File: config.mk
export PLATFORM = sky130hd
export DESIGN_NAME = cmd_parser
export DESIGN_NICKNAME = d
export VERILOG_FILES = /design/src/rtl/cmd_parser_pkg.sv /design/src/rtl/field_accum.sv /design/src/rtl/cmd_parser.sv
export SDC_FILE = /design/constraint.sdc
export NUM_CORES = 1
export LEC_CHECK = 0
export CAP_MARGIN = 10
export CORE_UTILIZATION = 25
export CTS_BUF_LIST = sky130_fd_sc_hd__clkbuf_16
export DETAILED_ROUTE_END_ITERATION = 6
export PLACE_DENSITY = 0.45
export REMOVE_ABC_BUFFERS = 1
export SYNTH_ARGS = -nofsm -noshare
export SYNTH_HDL_FRONTEND = slang
export SYNTH_SLANG_ARGS = --single-unit
File: constraint.sdc
create_clock -name clk -period 4.3 [get_ports clk]
set_input_delay 0.645 -clock clk [delete_from_list [all_inputs] [get_ports clk]]
set_output_delay 0.645 -clock clk [all_outputs]
set_load 0.1 [all_outputs]
File: src/rtl/cmd_parser_pkg.sv
// Shared types and constants for the host command parser.
// States, ASCII codes and default field widths.
package cmd_parser_pkg;

   typedef enum logic [3:0] {
      S_IDLE,
      S_SP1,
      S_ID,
      S_IDX,
      S_VAL,
      S_EMIT,
      S_TNL,
      S_SKIP
   } state_t;

   localparam logic [7:0] A_B  = 8'h62;
   localparam logic [7:0] A_F  = 8'h66;
   localparam logic [7:0] A_T  = 8'h74;
   localparam logic [7:0] A_H  = 8'h68;
   localparam logic [7:0] A_SP = 8'h20;
   localparam logic [7:0] A_NL = 8'h0a;
   localparam logic [7:0] A_0  = 8'h30;
   localparam logic [7:0] A_1  = 8'h31;
   localparam logic [7:0] A_9  = 8'h39;

   localparam int IDW_D  = 2;
   localparam int IDXW_D = 8;
   localparam int VALW_D = 64;
   localparam int ERRW_D = 8;

endpackage

File: src/rtl/field_accum.sv
// Numeric field accumulator: binary shift-in or decimal x10+d.
// ovf flags that the presented digit would not fit the field.
module field_accum #(
   parameter int W = 8
) (
   input  logic         clk,
   input  logic         clear,
   input  logic         stb,
   input  logic [3:0]   digit,
   input  logic         dec,
   output logic [W-1:0] value,
   output logic         seen,
   output logic         ovf
);

   localparam int CW = $clog2(W + 1);
   localparam logic [CW-1:0] CMAX = CW'(W);

   logic [CW-1:0] cnt;
   logic [W+3:0]  ext;
   logic [W+3:0]  prod;

   // Next decimal value computed wide so overflow is visible.
   always_comb begin
      ext  = {4'b0000, value};
      prod = (ext << 3) + (ext << 1) + {{W{1'b0}}, digit};
      ovf  = dec ? (|prod[W+3:W]) : (cnt == CMAX);
   end

   // Accumulate one digit per strobe; clear wins.
   always_ff @(posedge clk) begin
      if (clear) begin
         value <= '0;
         seen  <= 1'b0;
         cnt   <= '0;
      end else if (stb) begin
         value <= dec ? prod[W-1:0] : {value[W-2:0], digit[0]};
         seen  <= 1'b1;
         if (cnt != CMAX)
            cnt <= cnt + 1'b1;
      end
   end

endmodule

File: src/rtl/cmd_parser.sv
// Host command byte-stream parser.
// Decodes b/f writes, t ticks and h comment lines.
module cmd_parser
   import cmd_parser_pkg::*;
#(
   parameter int IDW  = IDW_D,
   parameter int IDXW = IDXW_D,
   parameter int VALW = VALW_D,
   parameter int ERRW = ERRW_D
) (
   input  logic            clk,
   input  logic            rst,
   input  logic [7:0]      byte_in,
   input  logic            byte_valid,
   output logic            byte_ready,
   output logic            wr_valid,
   input  logic            wr_ready,
   output logic            wr_float,
   output logic [IDW-1:0]  wr_id,
   output logic [IDXW-1:0] wr_index,
   output logic [VALW-1:0] wr_value,
   output logic            tick,
   output logic            err_pulse,
   output logic [ERRW-1:0] err_count
);

   state_t state;

   logic accept, is_dig, is_bin, is_cmd;
   logic clr, id_stb, idx_stb, val_stb, bad;
   logic id_seen, idx_seen, val_seen;
   logic id_ovf, idx_ovf, val_ovf;

   assign accept = byte_valid & byte_ready;
   assign is_dig = (byte_in >= A_0) && (byte_in <= A_9);
   assign is_bin = (byte_in == A_0) || (byte_in == A_1);
   assign is_cmd = (byte_in == A_B) || (byte_in == A_F);

   // Classify the accepted byte: digit strobes or malformed.
   always_comb begin
      clr     = rst;
      id_stb  = 1'b0;
      idx_stb = 1'b0;
      val_stb = 1'b0;
      bad     = 1'b0;
      if (accept && !rst) begin
         case (state)
            S_IDLE: begin
               unique case (1'b1)
                  is_cmd:             clr = 1'b1;
                  (byte_in == A_T):   ;
                  (byte_in == A_H):   ;
                  (byte_in == A_NL):  ;
                  default:            bad = 1'b1;
               endcase
            end
            S_SP1: bad = (byte_in != A_SP);
            S_ID: begin
               if (is_bin) begin
                  bad    = id_ovf;
                  id_stb = !id_ovf;
               end else if (byte_in == A_SP)
                  bad = !id_seen;
               else
                  bad = 1'b1;
            end
            S_IDX: begin
               if (is_dig) begin
                  bad     = idx_ovf;
                  idx_stb = !idx_ovf;
               end else if (byte_in == A_SP)
                  bad = !idx_seen;
               else
                  bad = 1'b1;
            end
            S_VAL: begin
               if (wr_float ? is_dig : is_bin) begin
                  bad     = !wr_float && val_ovf;
                  val_stb = !bad;
               end else if (byte_in == A_NL)
                  bad = !val_seen;
               else
                  bad = 1'b1;
            end
            S_TNL: bad = (byte_in != A_NL);
            default: ;
         endcase
      end
   end

   field_accum #(.W(IDW)) u_id (
      .clk   (clk),
      .clear (clr),
      .stb   (id_stb),
      .digit (byte_in[3:0]),
      .dec   (1'b0),
      .value (wr_id),
      .seen  (id_seen),
      .ovf   (id_ovf)
   );

   field_accum #(.W(IDXW)) u_idx (
      .clk   (clk),
      .clear (clr),
      .stb   (idx_stb),
      .digit (byte_in[3:0]),
      .dec   (1'b1),
      .value (wr_index),
      .seen  (idx_seen),
      .ovf   (idx_ovf)
   );

   field_accum #(.W(VALW)) u_val (
      .clk   (clk),
      .clear (clr),
      .stb   (val_stb),
      .digit (byte_in[3:0]),
      .dec   (wr_float),
      .value (wr_value),
      .seen  (val_seen),
      .ovf   (val_ovf)
   );

   // Parser FSM with registered handshake, tick and error outputs.
   always_ff @(posedge clk) begin
      if (rst) begin
         state      <= S_IDLE;
         byte_ready <= 1'b1;
         wr_valid   <= 1'b0;
         wr_float   <= 1'b0;
         tick       <= 1'b0;
         err_pulse  <= 1'b0;
         err_count  <= '0;
      end else begin
         err_pulse <= 1'b0;
         if (accept && bad) begin
            err_pulse <= 1'b1;
            if (err_count != '1)
               err_count <= err_count + 1'b1;
            state <= (byte_in == A_NL) ? S_IDLE : S_SKIP;
         end else if (accept) begin
            case (state)
               S_IDLE: begin
                  unique case (1'b1)
                     is_cmd: begin
                        wr_float <= (byte_in == A_F);
                        state    <= S_SP1;
                     end
                     (byte_in == A_T): state <= S_TNL;
                     (byte_in == A_H): state <= S_SKIP;
                     default: ;
                  endcase
               end
               S_SP1: state <= S_ID;
               S_ID:
                  if (byte_in == A_SP)
                     state <= S_IDX;
               S_IDX:
                  if (byte_in == A_SP)
                     state <= S_VAL;
               S_VAL:
                  if (byte_in == A_NL) begin
                     state      <= S_EMIT;
                     wr_valid   <= 1'b1;
                     byte_ready <= 1'b0;
                  end
               S_TNL: begin
                  tick  <= ~tick;
                  state <= S_IDLE;
               end
               S_SKIP:
                  if (byte_in == A_NL)
                     state <= S_IDLE;
               default: ;
            endcase
         end else if (state == S_EMIT && wr_ready) begin
            wr_valid   <= 1'b0;
            byte_ready <= 1'b1;
            state      <= S_IDLE;
         end
      end
   end

endmodule

## Word level (Yosys, flattened, before mapping)

Cells that the tools add are included.

- Flip-flop bits (word level): 103
- Bits of input ports: 12
- Output and inout bits: 87
- Logic and storage cells: 128

- Add/sub/neg operators: 7
- Magnitude comparators: 2
- Eq/ne operators: 30
- Muxes and demuxes: 43
- Bitwise operators: 3
- Reduce and logical (&&, ||, !) cells: 28

Operator list:

| operator | number |
|---|---|
| 67-bit by 65-bit adder with 68-bit output | 1 |
| 68-bit by 4-bit adder with 68-bit output | 1 |
| 64-bit two-way mux | 1 |
| 8-bit by 7-bit == test with 1-bit output (second input constant) | 4 |
| 1-bit two-way mux | 31 |
| 4-bit two-way mux | 7 |
| 4-bit case mux with 7 select lines | 1 |
| 8-bit by 6-bit == test with 1-bit output (second input constant) | 3 |
| 4-bit by 3-bit == test with 1-bit output (second input constant) | 4 |
| 4-bit != test (second input constant) | 4 |
| 11-bit by 9-bit adder with 12-bit output | 1 |
| 12-bit by 4-bit adder with 12-bit output | 1 |
| 4-bit case mux with 3 select lines | 1 |
| 4-bit OR reduction | 3 |
| 9-bit by 1-bit != test with 1-bit output (second input constant) | 1 |
| 8-bit by 1-bit adder with 8-bit output (second input constant) | 1 |
| 4-bit by 2-bit == test with 1-bit output (second input constant) | 2 |
| 8-bit by 4-bit == test with 1-bit output (second input constant) | 1 |
| 8-bit by 6-bit >= comparator with 1-bit output (second input constant) | 1 |
| 8-bit by 6-bit <= comparator with 1-bit output (second input constant) | 1 |
| 1-bit zero test | 8 |
| 8-bit by 4-bit != test with 1-bit output (second input constant) | 1 |
| 8-bit by 6-bit != test with 1-bit output (second input constant) | 1 |
| 8-bit != test (second input constant) | 1 |
| other kinds (22) | 32 |

## Depth between registers and ports, before layout

- Depth in word-level cells: 11
- Gate-level depth with buffers: 14
- Mapped depth without buffers: 14

## By module

From an unflattened synthesis, not the netlist that was laid out.

- Cells, all modules: 1291
- Area, all modules: 10508.8 µm²

By module, submodules not included:

| module | times used | cells each | area an instance (µm²) | seq. area each (µm²) |
|---|---|---|---|---|
| field_accum at u_val | 1 | 990 | 7960.1 | 1441.4 |
| cmd_parser | 1 | 147 | 1203.7 | 320.3 |
| field_accum at u_idx | 1 | 121 | 1037.2 | 260.2 |
| field_accum at u_id | 1 | 33 | 307.8 | 100.1 |

## Worst setup path after synthesis

No wires, ideal clock.

- Path type: register to register
- Start point: register u_val.value[0]
- End point: register u_val.value[52]
- Arrival time: 4.225 ns
- Required time: 4.186 ns
- Path slack: -0.039 ns
- Stages on the path, launching flop included: 13
- Clock period less this slack: 4.339 ns
- Cell sequence: dfxtp_1 -> fa_1 -> fa_1 -> a21oi_1 -> o21ai_1 -> a2111oi_2 -> nor3b_1 -> o311ai_1 -> a21oi_1 -> nor2_1 -> o21ai_1 -> xnor2_1 -> a2111oi_0

- Word-level cells in the longest chain between the ends: 9
- Elaborated cells on any way between the ends: 10

Ends and longest elaborated chain:

| what | RTL line | source |
|---|---|---|
| from (decl) | field_accum.sv:11 | `output logic [W-1:0] value,` |
| from (signal assigned) | field_accum.sv:37 | `value <= dec ? prod[W-1:0] : {value[W-2:0], digit[0]};` |
| 67-bit by 65-bit adder with 68-bit output (*) | field_accum.sv:26 | `prod = (ext << 3) + (ext << 1) + {{W{1'b0}}, digit};` |
| 68-bit by 4-bit adder with 68-bit output (*) | field_accum.sv:26 |  |
| 4-bit OR reduction | field_accum.sv:27 | `ovf = dec ? (\|prod[W+3:W]) : (cnt == CMAX);` |
| 1-bit two-way mux | field_accum.sv:27 |  |
| 1-bit logical AND | cmd_parser.sv:78 | `bad = !wr_float && val_ovf;` |
| 1-bit zero test | cmd_parser.sv:79 | `val_stb = !bad;` |
| 1-bit two-way mux | cmd_parser.sv:77 | `if (wr_float ? is_dig : is_bin) begin` |
| 1-bit two-way mux | cmd_parser.sv:47 | `case (state)` |
| 1-bit two-way mux | cmd_parser.sv:46 | `if (accept && !rst) begin` |

Every way passes the cells marked *; elsewhere a longest branch is shown, timed or not.
A chain may end at the register's enable or synchronous reset.

## Worst setup path after layout

- Start point: input port byte_in[2]
- End point: register u_val.value[54]

- Word-level cells in the longest chain between the ends: 8
- Elaborated cells on any way between the ends: 22

Ends and longest elaborated chain:

| what | RTL line | source |
|---|---|---|
| from (decl) | cmd_parser.sv:13 | `input logic [7:0] byte_in,` |
| 68-bit by 4-bit adder with 68-bit output | field_accum.sv:26 |  |
| 4-bit OR reduction | field_accum.sv:27 |  |
| 1-bit two-way mux | field_accum.sv:27 |  |
| 1-bit logical AND | cmd_parser.sv:78 |  |
| 1-bit zero test | cmd_parser.sv:79 |  |
| 1-bit two-way mux | cmd_parser.sv:77 |  |
| 1-bit two-way mux | cmd_parser.sv:47 |  |
| 1-bit two-way mux | cmd_parser.sv:46 |  |

Several ways; a longest one is shown, not always the timed one.

==> summary by stage <==
Cells and area
The share of post-route cells with drive strength above 1 is under 10%. The number of antenna diodes in the final layout is 0. The post-layout net count is 1453. The multi-input combinational cells in the finished layout cover a total of slightly above 0.007 mm2. The area growth from synthesis to layout is 21.5%.

The number of fill cells in the layout is between 4000 and 5000. In the final layout, flip-flops and latches occupy 0.00204 mm2.

Die
The initialized floorplan defines 71 standard-cell rows. The starting density of the core is about 25%. Pin placement for this block handled 99 I/O pins. The core outline area is between 0.03 and 0.04 mm2.

The floorplan step defined a die boundary enclosing 0.0389 mm2. The die is between 150 and 200 um wide. In this run the vertical extent of the chip is about 200 um.

Power and ir drop
The net switching fraction of the power is roughly a third. In this run the power spent charging and discharging nets is approximately 730 uW. The share of total power in the clock network is between 30% and 40%. Overall power consumption after layout is estimated at 2250 uW. IR analysis of the VDD net gives a maximum drop of 0.000195 V. In this run, the combinational gates consume between 10% and 20% of the power. The cell internal power dissipation is about 1500 uW.

Summed over all cells, the static leakage comes to 0.00491 uW. Per report_power, the sequential group accounts for between 40 and 50% of the total. For this design the ratio of total power to cell area is 194 mW/mm2.

Global routing
The number of antenna violations at the first check in global routing is 0. The number of global-route vias before repair is around 9000. The total track usage is about 16%. The aggregate global routing overflow is 0. The first global-routing pass estimated roughly 49 mm of wire. Entering global routing, the biggest net connects 67 pins.

Critical path
The largest single stage delay on the critical path is 470 ps. The critical path's slowest cell is clkdlybuf4s50_1. The worst setup path is launched from a primary input. Data arrives at the worst endpoint at 4410 ps. The worst setup path is captured at a flop. Walking the worst path, the cells encountered are clkdlybuf4s50_1 > ha_1 > ha_1 > fa_1 > a21oi_2 > o21ai_1 > a2111oi_4 > buf_4 > nor4_1 > o21ai_1 > o32ai_1 > o21ai_0 > nor2b_1 > mux2_2 > a21oi_1.

The required time reported for the critical path endpoint is ~4600 ps. Along the worst path, the maximum fanout reaches 2. The critical path is of the in2reg type.

Logic synthesis
Yosys attributes the largest share of cell area to dfxtp_1 (21%), ha_1 (19%), a21oi_1 (7.3%). The post-synthesis cell area is around 0.0095 mm2. The number of register bits inferred by synthesis is 102. The number of synthesized flops with an enable pin is 0. The synthesized design devotes to its leading area cell type 21.4% of total area.

The library cell with the largest summed area after synthesis is dfxtp_1. The average cell area after synthesis is 7.83 um2. For this run, asynchronously set or reset flops after synthesis account for 0%.

For this run, the leading register cell type out of synthesis is dfxtp_1. The gate count of the mapped netlist is 1217. Synthesis instantiated 78 different standard cells from the library. The yosys synthesis warning count is 0. Of the synthesized area, sequential elements account for between 20% and 30%.

STA
The final hold violation count was 0. For this run, the top clock speed supported by timing is around 240 MHz. The final setup violation count is 0.

The worst path uses 95.2% of the clock period. Between clock sinks in the finished design, the worst skew comes to between 15 and 20 ps. The final worst-path setup slack is roughly 200 ps.

For the finished layout, the period the worst path requires is slightly above 4000 ps. Headroom to the max-slew limit came out at ~29%. The max-slew violation count is 0.

The slew at the pin closest to its max-slew limit is between 1000 and 1500 ps.

Placed design
Timing analysis after detailed placement gives a worst setup slack of -333 ps. The weighted congestion reported at the end of routability-driven placement is 0.815. The count of buffers added on input and output ports is 98.

After legalization and detailed placement, the total HPWL measured ~23 mm.

Drt
The routed length per placed instance is 16.8 um. The detail-routed via count per cell is roughly 5. After detailed routing, the number of remaining DRC violations is 0.

The number of DRC markers after the initial detailed-route iteration is 511. The pre-antenna-repair detailed-routing pass consisted of 7 iterations. After detailed routing, the total wire length is slightly above 30 mm.

Across all layers, the routed design uses 9135 vias. The detail route stage leaves a number of antenna-violating nets equal to 0.

Status
The run finished with clean final reports.

Clocking
The H-tree depth is 3. The tree built by TritonCTS fans out to between 100 and 150 sinks. The deepest clock path buffer count is 2. The post-CTS setup buffer count is 0. The clock root buffer master is clkbuf_16.

In this run, CTS created clock tree buffers numbering 9. The clock insertion delay at the later pin of the skew report is roughly 400 ps. The clock-pin slew on the worst setup and hold paths is about 80 ps.

The clock tree from TritonCTS is yes.

Hold path
The worst hold-check path type is reg2reg.

Job
The count of maximum capacitance violations is 0.
[synth_stat cells, drive strengths merged, types with 9 or more instances]
master and n:
o21bai 15, a21oi 139, o21a 11, xnor2 44, nor3 27, a211oi 28, nor2 118, inv 32
buf 18, nand2b 11, xor2 24, or3 11, nor2b 9, mux2i 26, nand2 84, clkbuf 64
o21ai 70, nor4 10, a31oi 13, o211ai 11, a21o 36, ha 141, dfxtp 102, and3 12
nand3 32, nand4 28
[registers in the layout (all words and copies together) (netlist names)]
register	cells
u_idx.seen	1
wr_valid	1
u_idx.value	8
wr_float	1
u_val.seen	1
u_id.value	2
u_val.value	64
u_val.cnt	7
tick	1
byte_ready	1
u_id.cnt	2
state	3
u_id.seen	1
err_count	8
err_pulse	1
[cell type report]
type / count / area share, %
Clock buffer: 9 / 1.95
Clock inverter: 7 / 0.595
Inverter: 32 / 1.04
Multi-Input combinational cell: 1001 / 61.2
Sequential cell: 102 / 17.7
Tap cell: 511 / 5.52
Timing Repair Buffer: 150 / 12.1
[through the flow]
step	cells	utilization [%]	area, um2	setup TNS (ps)	hold slack (ps)
finish	1812	30.8	11600	0	454
floorplan	1135	-	9200	-18950	432
global placement	1796	29.9	11200	-3540	440
global route	1812	30.8	11600	-2.05	477
detailed placement	1796	29.9	11200	-4960	447
CTS	1812	30.7	11500	0	460
[cells in the final DEF, fill, tap and decap left out, types with 6 or more instances in the layout]
cell	count
clkdlybuf4s50_1	97
xnor2_1	44
and3_1	12
o22ai_1	6
nand4_1	28
clkbuf_16	9
o21bai_1	15
buf_4	50
o211ai_1	11
a21o_1	36
nor4_1	10
nand2b_1	10
xor2_1	24
and4_1	6
nand3_1	32
ha_1	141
nor3_1	26
nor2b_1	8
nand2_1	84
nor2_1	118
o21a_1	11
a31oi_1	12
o21ai_0	65
mux2i_1	26
dfxtp_1	101
or3_1	11
a21oi_1	136
inv_1	31
a211oi_1	28
o31ai_1	8
[path summary, 6_finish.rpt]
kind                      to  depth (start not counted)       startpoint  slack (ps)
max reg2reg  u_val.value[63]                         14  u_val.value[30]         410
min               u_idx.seen                          2       u_idx.seen         450
max          u_val.value[54]                         15       byte_in[2]         200
min reg2reg       u_idx.seen                          2       u_idx.seen         450
[power by group through the flow]
| stage | Clock (uW) | Combinational (uW) | Sequential [uW] |
|---|---|---|---|
| after floorplan | 0 | 177 | 1080 |
| after global placement | 0 | 363 | 1030 |
| after detailed placement | 0 | 364 | 1030 |
| after CTS | 915 | 365 | 1010 |
| after global routing | 944 | 402 | 1020 |
| final | 873 | 364 | 1010 |
[logic make-up (layout without fill, tap and decap cells)]
group / after synthesis / in the layout / synth area share [%]
xor+xnor: 68 / 68 / 6.25
fa+ha+maj: 146 / 146 / 19.5
buf+inv: 114 / 198 / 4.72
flops: 102 / 102 / 21.4
mux: 31 / 31 / 3.36
compound gates: 384 / 384 / 25.9
simple gates: 372 / 372 / 18.9
[what timing repair did]
| item | 4_1_cts | 5_1_grt |
|---|---|---|
| endpoints found under the setup margin | 0 | 18 |
| resized for setup | 0 | 10 |
| hold buffers | 0 | 0 |
[worst max-delay path, delay by kind of cell]
kind	cells	cell delay, ps
AO/OA/AOI/OAI	7	1550
AND/OR/NAND/NOR	2	250
multiplexers	1	340
adder cells (fa/ha/maj)	3	980
buffers and inverters	2	650
[metal layers]
layer,routed length [um],global-route usage (%),part of all wire [%]
met3,1290,3.23,4.2
met5,0,0,0
met2,13700,25.6,45
met4,260,3.56,0.86
met1,15100,21.8,50
Note: power is estimated with default switching activity, not from simulation.
